--- config.mk ---
export PLATFORM = sky130hd
export DESIGN_NAME = fifo_wr_arbiter
export DESIGN_NICKNAME = d
export VERILOG_FILES = /design/src/rtl/fifo_wr_arbiter.sv
export SDC_FILE = /design/constraint.sdc
export NUM_CORES = 1
export LEC_CHECK = 0
export CAP_MARGIN = 15
export CORE_ASPECT_RATIO = 2
export CORE_UTILIZATION = 45
export DETAILED_ROUTE_END_ITERATION = 10
export PLACE_DENSITY_LB_ADDON = 0.05
export SETUP_SLACK_MARGIN = 0.05
export SYNTH_ARGS = -nofsm -noshare
export SYNTH_HDL_FRONTEND = slang
export SYNTH_SLANG_ARGS = --single-unit
export TNS_END_PERCENT = 30
--- constraint.sdc ---
create_clock -name clk_i -period 2.9 [get_ports clk_i]
set_input_delay 0.435 -clock clk_i [delete_from_list [all_inputs] [get_ports clk_i]]
set_output_delay 0.435 -clock clk_i [all_outputs]
set_load 0.005 [all_outputs]
--- src/rtl/fifo_wr_arbiter.sv ---
// Round-robin burst arbiter that shares the write port of fifo_async between requesters.
// Acks and FIFO write strobes are combinational so a grant costs no added latency.
module fifo_wr_arbiter #(
  parameter int NUM_REQ   = 4,
  parameter int WIDTH     = 8,
  parameter int MAX_BURST = 4,
  parameter int CNT_WIDTH = 16,
  localparam int IDW      = (NUM_REQ > 1) ? $clog2(NUM_REQ) : 1
) (
  input  logic                     clk_i,
  input  logic                     rst_i,
  input  logic [NUM_REQ-1:0]       req_i,
  input  logic [NUM_REQ*WIDTH-1:0] wdata_i,
  input  logic                     full_i,
  input  logic                     wr_error_i,
  output logic [NUM_REQ-1:0]       ack_o,
  output logic                     fifo_wr_en_o,
  output logic [WIDTH-1:0]         fifo_wdata_o,
  output logic [IDW-1:0]           owner_o,
  output logic                     busy_o,
  output logic [CNT_WIDTH-1:0]     xfer_cnt_o,
  output logic [CNT_WIDTH-1:0]     err_cnt_o
);

  localparam int BW = $clog2(MAX_BURST + 1);
  localparam logic [CNT_WIDTH-1:0] CNT_MAX = {CNT_WIDTH{1'b1}};

  typedef enum logic [1:0] {IDLE = 2'd0, BURST = 2'd1, HOLD = 2'd2} state_t;

  state_t           state, state_nxt;
  logic [IDW-1:0]   rr_ptr, rr_nxt;
  logic [IDW-1:0]   owner, owner_nxt;
  logic [BW-1:0]    beat_cnt, beat_nxt, beat_inc;
  logic [CNT_WIDTH-1:0] xfer_cnt, err_cnt;
  logic             cand_found;
  logic [IDW-1:0]   cand;
  logic             grant;
  logic [IDW-1:0]   grant_idx;

  function automatic logic [IDW-1:0] rr_index(input logic [IDW-1:0] base, input int offset);
    int sum;
    sum = int'(base) + offset;
    return (sum >= NUM_REQ) ? IDW'(sum - NUM_REQ) : IDW'(sum);
  endfunction

  // First requester at or after rr_ptr, wrapping NUM_REQ-1 -> 0
  always_comb begin
    cand_found = 1'b0;
    cand       = {IDW{1'b0}};
    for (int i = 0; i < NUM_REQ; i++) begin
      if (!cand_found && req_i[rr_index(rr_ptr, i)]) begin
        cand_found = 1'b1;
        cand       = rr_index(rr_ptr, i);
      end else begin
        cand_found = cand_found;
      end
    end
  end

  // State register
  always_ff @(posedge clk_i) begin
    if (rst_i) begin
      state    <= IDLE;
      rr_ptr   <= {IDW{1'b0}};
      owner    <= {IDW{1'b0}};
      beat_cnt <= {BW{1'b0}};
    end else begin
      state    <= state_nxt;
      rr_ptr   <= rr_nxt;
      owner    <= owner_nxt;
      beat_cnt <= beat_nxt;
    end
  end

  // Next-state and grant decision; BURST and HOLD share the same owner rules
  always_comb begin
    state_nxt = state;
    rr_nxt    = rr_ptr;
    owner_nxt = owner;
    beat_nxt  = beat_cnt;
    grant     = 1'b0;
    grant_idx = owner;
    beat_inc  = beat_cnt + BW'(1);
    case (state)
      IDLE: begin
        if (cand_found) begin
          owner_nxt = cand;
          grant_idx = cand;
          if (!full_i) begin
            grant    = 1'b1;
            beat_nxt = BW'(1);
            if (MAX_BURST == 1) begin
              state_nxt = IDLE;
              rr_nxt    = rr_index(cand, 1);
            end else begin
              state_nxt = BURST;
            end
          end else begin
            beat_nxt  = {BW{1'b0}};
            state_nxt = HOLD;
          end
        end else begin
          state_nxt = IDLE;
        end
      end
      BURST, HOLD: begin
        if (!req_i[owner]) begin
          state_nxt = IDLE;
          rr_nxt    = rr_index(owner, 1);
        end else if (full_i) begin
          state_nxt = HOLD;
        end else begin
          grant    = 1'b1;
          beat_nxt = beat_inc;
          if (beat_inc == BW'(MAX_BURST)) begin
            state_nxt = IDLE;
            rr_nxt    = rr_index(owner, 1);
          end else begin
            state_nxt = BURST;
          end
        end
      end
      default: begin
        state_nxt = IDLE;
      end
    endcase
  end

  // Handshake and FIFO write outputs, held off while reset is asserted
  always_comb begin
    ack_o        = {NUM_REQ{1'b0}};
    fifo_wdata_o = {WIDTH{1'b0}};
    if (grant && !rst_i) begin
      ack_o[grant_idx] = 1'b1;
      fifo_wdata_o     = wdata_i[int'(grant_idx)*WIDTH +: WIDTH];
    end else begin
      ack_o        = {NUM_REQ{1'b0}};
      fifo_wdata_o = {WIDTH{1'b0}};
    end
  end

  assign fifo_wr_en_o = |ack_o;
  assign owner_o      = owner;
  assign busy_o       = (state != IDLE);

  // Saturating debug counters
  always_ff @(posedge clk_i) begin
    if (rst_i) begin
      xfer_cnt <= {CNT_WIDTH{1'b0}};
      err_cnt  <= {CNT_WIDTH{1'b0}};
    end else begin
      if (fifo_wr_en_o && (xfer_cnt != CNT_MAX)) begin
        xfer_cnt <= xfer_cnt + CNT_WIDTH'(1);
      end else begin
        xfer_cnt <= xfer_cnt;
      end
      if (wr_error_i && (err_cnt != CNT_MAX)) begin
        err_cnt <= err_cnt + CNT_WIDTH'(1);
      end else begin
        err_cnt <= err_cnt;
      end
    end
  end

  assign xfer_cnt_o = xfer_cnt;
  assign err_cnt_o  = err_cnt;

endmodule

==> results.sh <==
export IMPL_grt_overflow_total=0
export IMPL_synth_net_count=326
export IMPL_status="finished, final reports clean"
export IMPL_setup_slack_ns=0.06686
export IMPL_cts_tree="yes"
export IMPL_ant_nets=0
export IMPL_drtPass1Iterations=4
export IMPL_area_growth_pct=57.43
export IMPL_grt_total_usage_pct=23.78
export IMPL_drv_cap=0
export IMPL_ys_seq_elements=41
export IMPL_synthesis_instances=280
export IMPL_powerDensity_mw_per_mm2=433.5
export IMPL_critPathSlowestCell="or4_4"
export IMPL_yosys_area_top_type_share_pct=34.35
export IMPL_cts_buffers=5
export IMPL_worstHoldStart="beat_cnt[1]"
export IMPL_fp_dieW_um=53.53
export IMPL_synth_commonest_cells="nor2_1 (44), dfxtp_1 (41), nand2_1 (25)"
export IMPL_synth_warnings=0
export IMPL_r2r_start="xfer_cnt_o[12]"
export IMPL_fin_nets=447
export IMPL_p_leak_nw=1.511
export IMPL_synth_edff_count=0
export IMPL_cp_common_cell="buf_4"
export IMPL_hold_viol=0
export IMPL_synth_area_top_cells="dfxtp_1 (34%), mux2i_1 (8.0%), xor2_1 (7.7%), nor2_1 (6.9%), nand2_1 (3.9%)"
export IMPL_clock_latency_ns=0.30
export IMPL_start_kind="primary input"
export IMPL_grt_pass1_wl_mm=10.14
export IMPL_holdPathEnd="beat_cnt[1]"
export IMPL_drc=0
export IMPL_cp_data_required_time_ns=2.47
export IMPL_antenna_found_initial=0
export IMPL_timing_final_max_slew_violations=0
export IMPL_clock_sinks=41
export IMPL_synth_area_mm2=0.002390
export IMPL_dp_hpwl_mm=4.573
export IMPL_coreArea_mm2=0.005139
export IMPL_place_ws_ns=-0.3513
export IMPL_path_cells="dlygate4sd2_1 -> or4_4 -> buf_4 -> mux2i_4 -> or2_4 -> inv_8 -> nand2_2 -> buf_6 -> buf_4 -> o22ai_2 -> clkdlybuf4s15_1"
export IMPL_vias=2455
export IMPL_avgRoutedWirePerCell_um=13.87
export IMPL_drtIter0Drc=57
export IMPL_drive_above_1_share_pct=16.67
export IMPL_max_vdd_ir_drop_mv=0.4586
export IMPL_place_gp_congestion=0.7949
export IMPL_crit_buf_inv=6
export IMPL_clock_skew_final_ns=0.01005
export IMPL_slowest_delay_ns=0.57
export IMPL_async_reset_ff_share_pct=0
export IMPL_io_buffer_count=87
export IMPL_seq_area_frac_synth_pct=34.35
export IMPL_clk_pin_slew_ns=0.08
export IMPL_r2r_slack_ns=0.82
export IMPL_grt_pass1_vias=2331
export IMPL_pin_count=88
export IMPL_final_setup_viol_count=0
export IMPL_yosysTopAreaCell="dfxtp_1"
export IMPL_cpLargestDelayFamily="buffers and inverters"
export IMPL_cts_max_level=2
export IMPL_hp_class="reg -> reg"
export IMPL_synthFlopType="dfxtp_1"
export IMPL_viasPerCell=5.337
export IMPL_finalSetupTns_ns=0
export IMPL_endpoint_kind="output port"
export IMPL_ys_types=46
export IMPL_grt_max_degree=41
export IMPL_cts_max_path_buffers=2
export IMPL_reg2reg_depth=6
export IMPL_syn_area_per_cell_um2=8.535
export IMPL_diodes=0
export IMPL_relSlewSlack_pct=53.62
export IMPL_die_area_mm2=0.005624
export IMPL_grt_setup_unrepaired="yes"
export IMPL_r2r_end="xfer_cnt_o[15]"
export IMPL_wirelength_mm=6.382
export IMPL_crit_type="in -> out"
export IMPL_tightest_slew_ns=0.6940
export IMPL_cts_root_buf="clkbuf_8"
export IMPL_synth_most_common_cell="nor2_1"
export IMPL_critPathMaxFanout=4
export IMPL_cp_arrival_ns=2.40
export IMPL_period_needed_ns=2.833
export IMPL_period_share_pct=97.69
export IMPL_die_y_um=105.1
export IMPL_start_util_pct=46.51
export IMPL_num_rows=37
export IMPL_clock_fmax_mhz=353.0
export IMPL_hold_depth=2
==> stage by stage <==
stage          area (µm²)  hold slack (ns)  power (mW)  utilization, %  instances
4_1_cts              3706           0.5081       1.613           72.12        455
5_1_grt              3762           0.5452       1.703           73.22        460
3_5_place_dp         3421           0.4945      0.9793           66.57        435
6_report             3762           0.5043       1.631           73.22        460
2_1_floorplan        2390           0.4744      0.8114               -        280
3_3_place_gp         3421           0.4908      0.9755           66.57        435
==> what timing repair did <==
item	4_1_cts	5_1_grt
endpoints found under the hold margin	0	0
cloned	1	0
buffers inserted	11	5
hold buffers	0	0
setup endpoints to repair	13	5
gates resized for setup	30	4
pin swaps	7	5
==> where the power goes <==
group / leakage [nW] / total, mW / switching (mW) / internal, mW
clock: 0.0687 / 0.564 / 0.217 / 0.347
combinational: 1.11 / 0.470 / 0.184 / 0.286
sequential: 0.332 / 0.598 / 0.0193 / 0.579
total: 1.51 / 1.63 / 0.420 / 1.21
==> worst min-delay path: stages (launching register included) <==
cell	delay, ns
dfxtp_1	0.33
o21ai_0	0.07
a21oi_1	0.06
==> cell families after synthesis <==
| logic type | after synthesis | share of synthesized area, % |
|---|---|---|
| compound gates | 36 | 10.47 |
| xor+xnor | 28 | 10.26 |
| fa+ha+maj | 6 | 3.141 |
| buf+inv | 22 | 5.340 |
| flops | 41 | 34.35 |
| mux | 21 | 9.843 |
| simple gates | 126 | 26.60 |
==> cell usage in the layout, fill, tap and decap left out, types with 2 or more instances in the layout <==
cell             instances
dlygate4sd2_1           12
inv_1                   11
and3_1                   7
nor3_2                   2
xor2_1                  21
buf_12                   4
dfxtp_1                 41
clkbuf_8                 5
a21oi_1                  7
buf_4                   29
nand2_1                 25
nand4_1                 12
clkdlybuf4s15_1          2
and4_1                   4
nor2b_1                  2
a31oi_1                  4
xnor2_1                  7
o21ai_0                  5
nand3_1                 10
bufinv_16                2
ha_1                     6
mux2i_1                 19
clkdlybuf4s50_1         71
o22ai_1                  6
o21bai_1                 3
a221oi_1                 2
o22ai_2                  2
nor3_1                   7
buf_6                    3
nor2_1                  44
==> worst max-delay path by stage <==
| stage | start | depth (start not counted) | endpoint |
|---|---|---|---|
| final | req_i[3] | 11 | fifo_wdata_o[7] |
| after global routing | req_i[3] | 10 | fifo_wdata_o[7] |
| after CTS | req_i[1] | 10 | fifo_wdata_o[7] |
| after detailed placement | req_i[2] | 8 | fifo_wdata_o[5] |
| after global placement | req_i[2] | 8 | fifo_wdata_o[7] |
| after floorplan | req_i[2] | 8 | fifo_wdata_o[0] |
==> state kept, by name, indices dropped and copies added, names as in the netlist <==
signal      cells
err_cnt_o      16
rr_ptr          2
xfer_cnt_o     16
owner_o         2
beat_cnt        3
state           2
==> cell type report <==
cell class,count,area [µm²]
tap,58,72.57
inverter,12,52.55
timing repair buffer,124,1205
clock buffer,5,68.82
multi-input combinational,217,1474
clock inverter,3,68.82
sequential,41,820.8
fill,403,1376
==> metal layers <==
metal  GRT usage, %  vias to the layer above  share of wire (%)
met4          10.53                        0                2.1
met2          43.04                       74                 55
li1               -                     1230                  -
met5              0                        -                  0
met3          4.803                       11                4.0
met1          24.37                     1140                 39
Note: power is estimated with default switching activity, not from simulation.
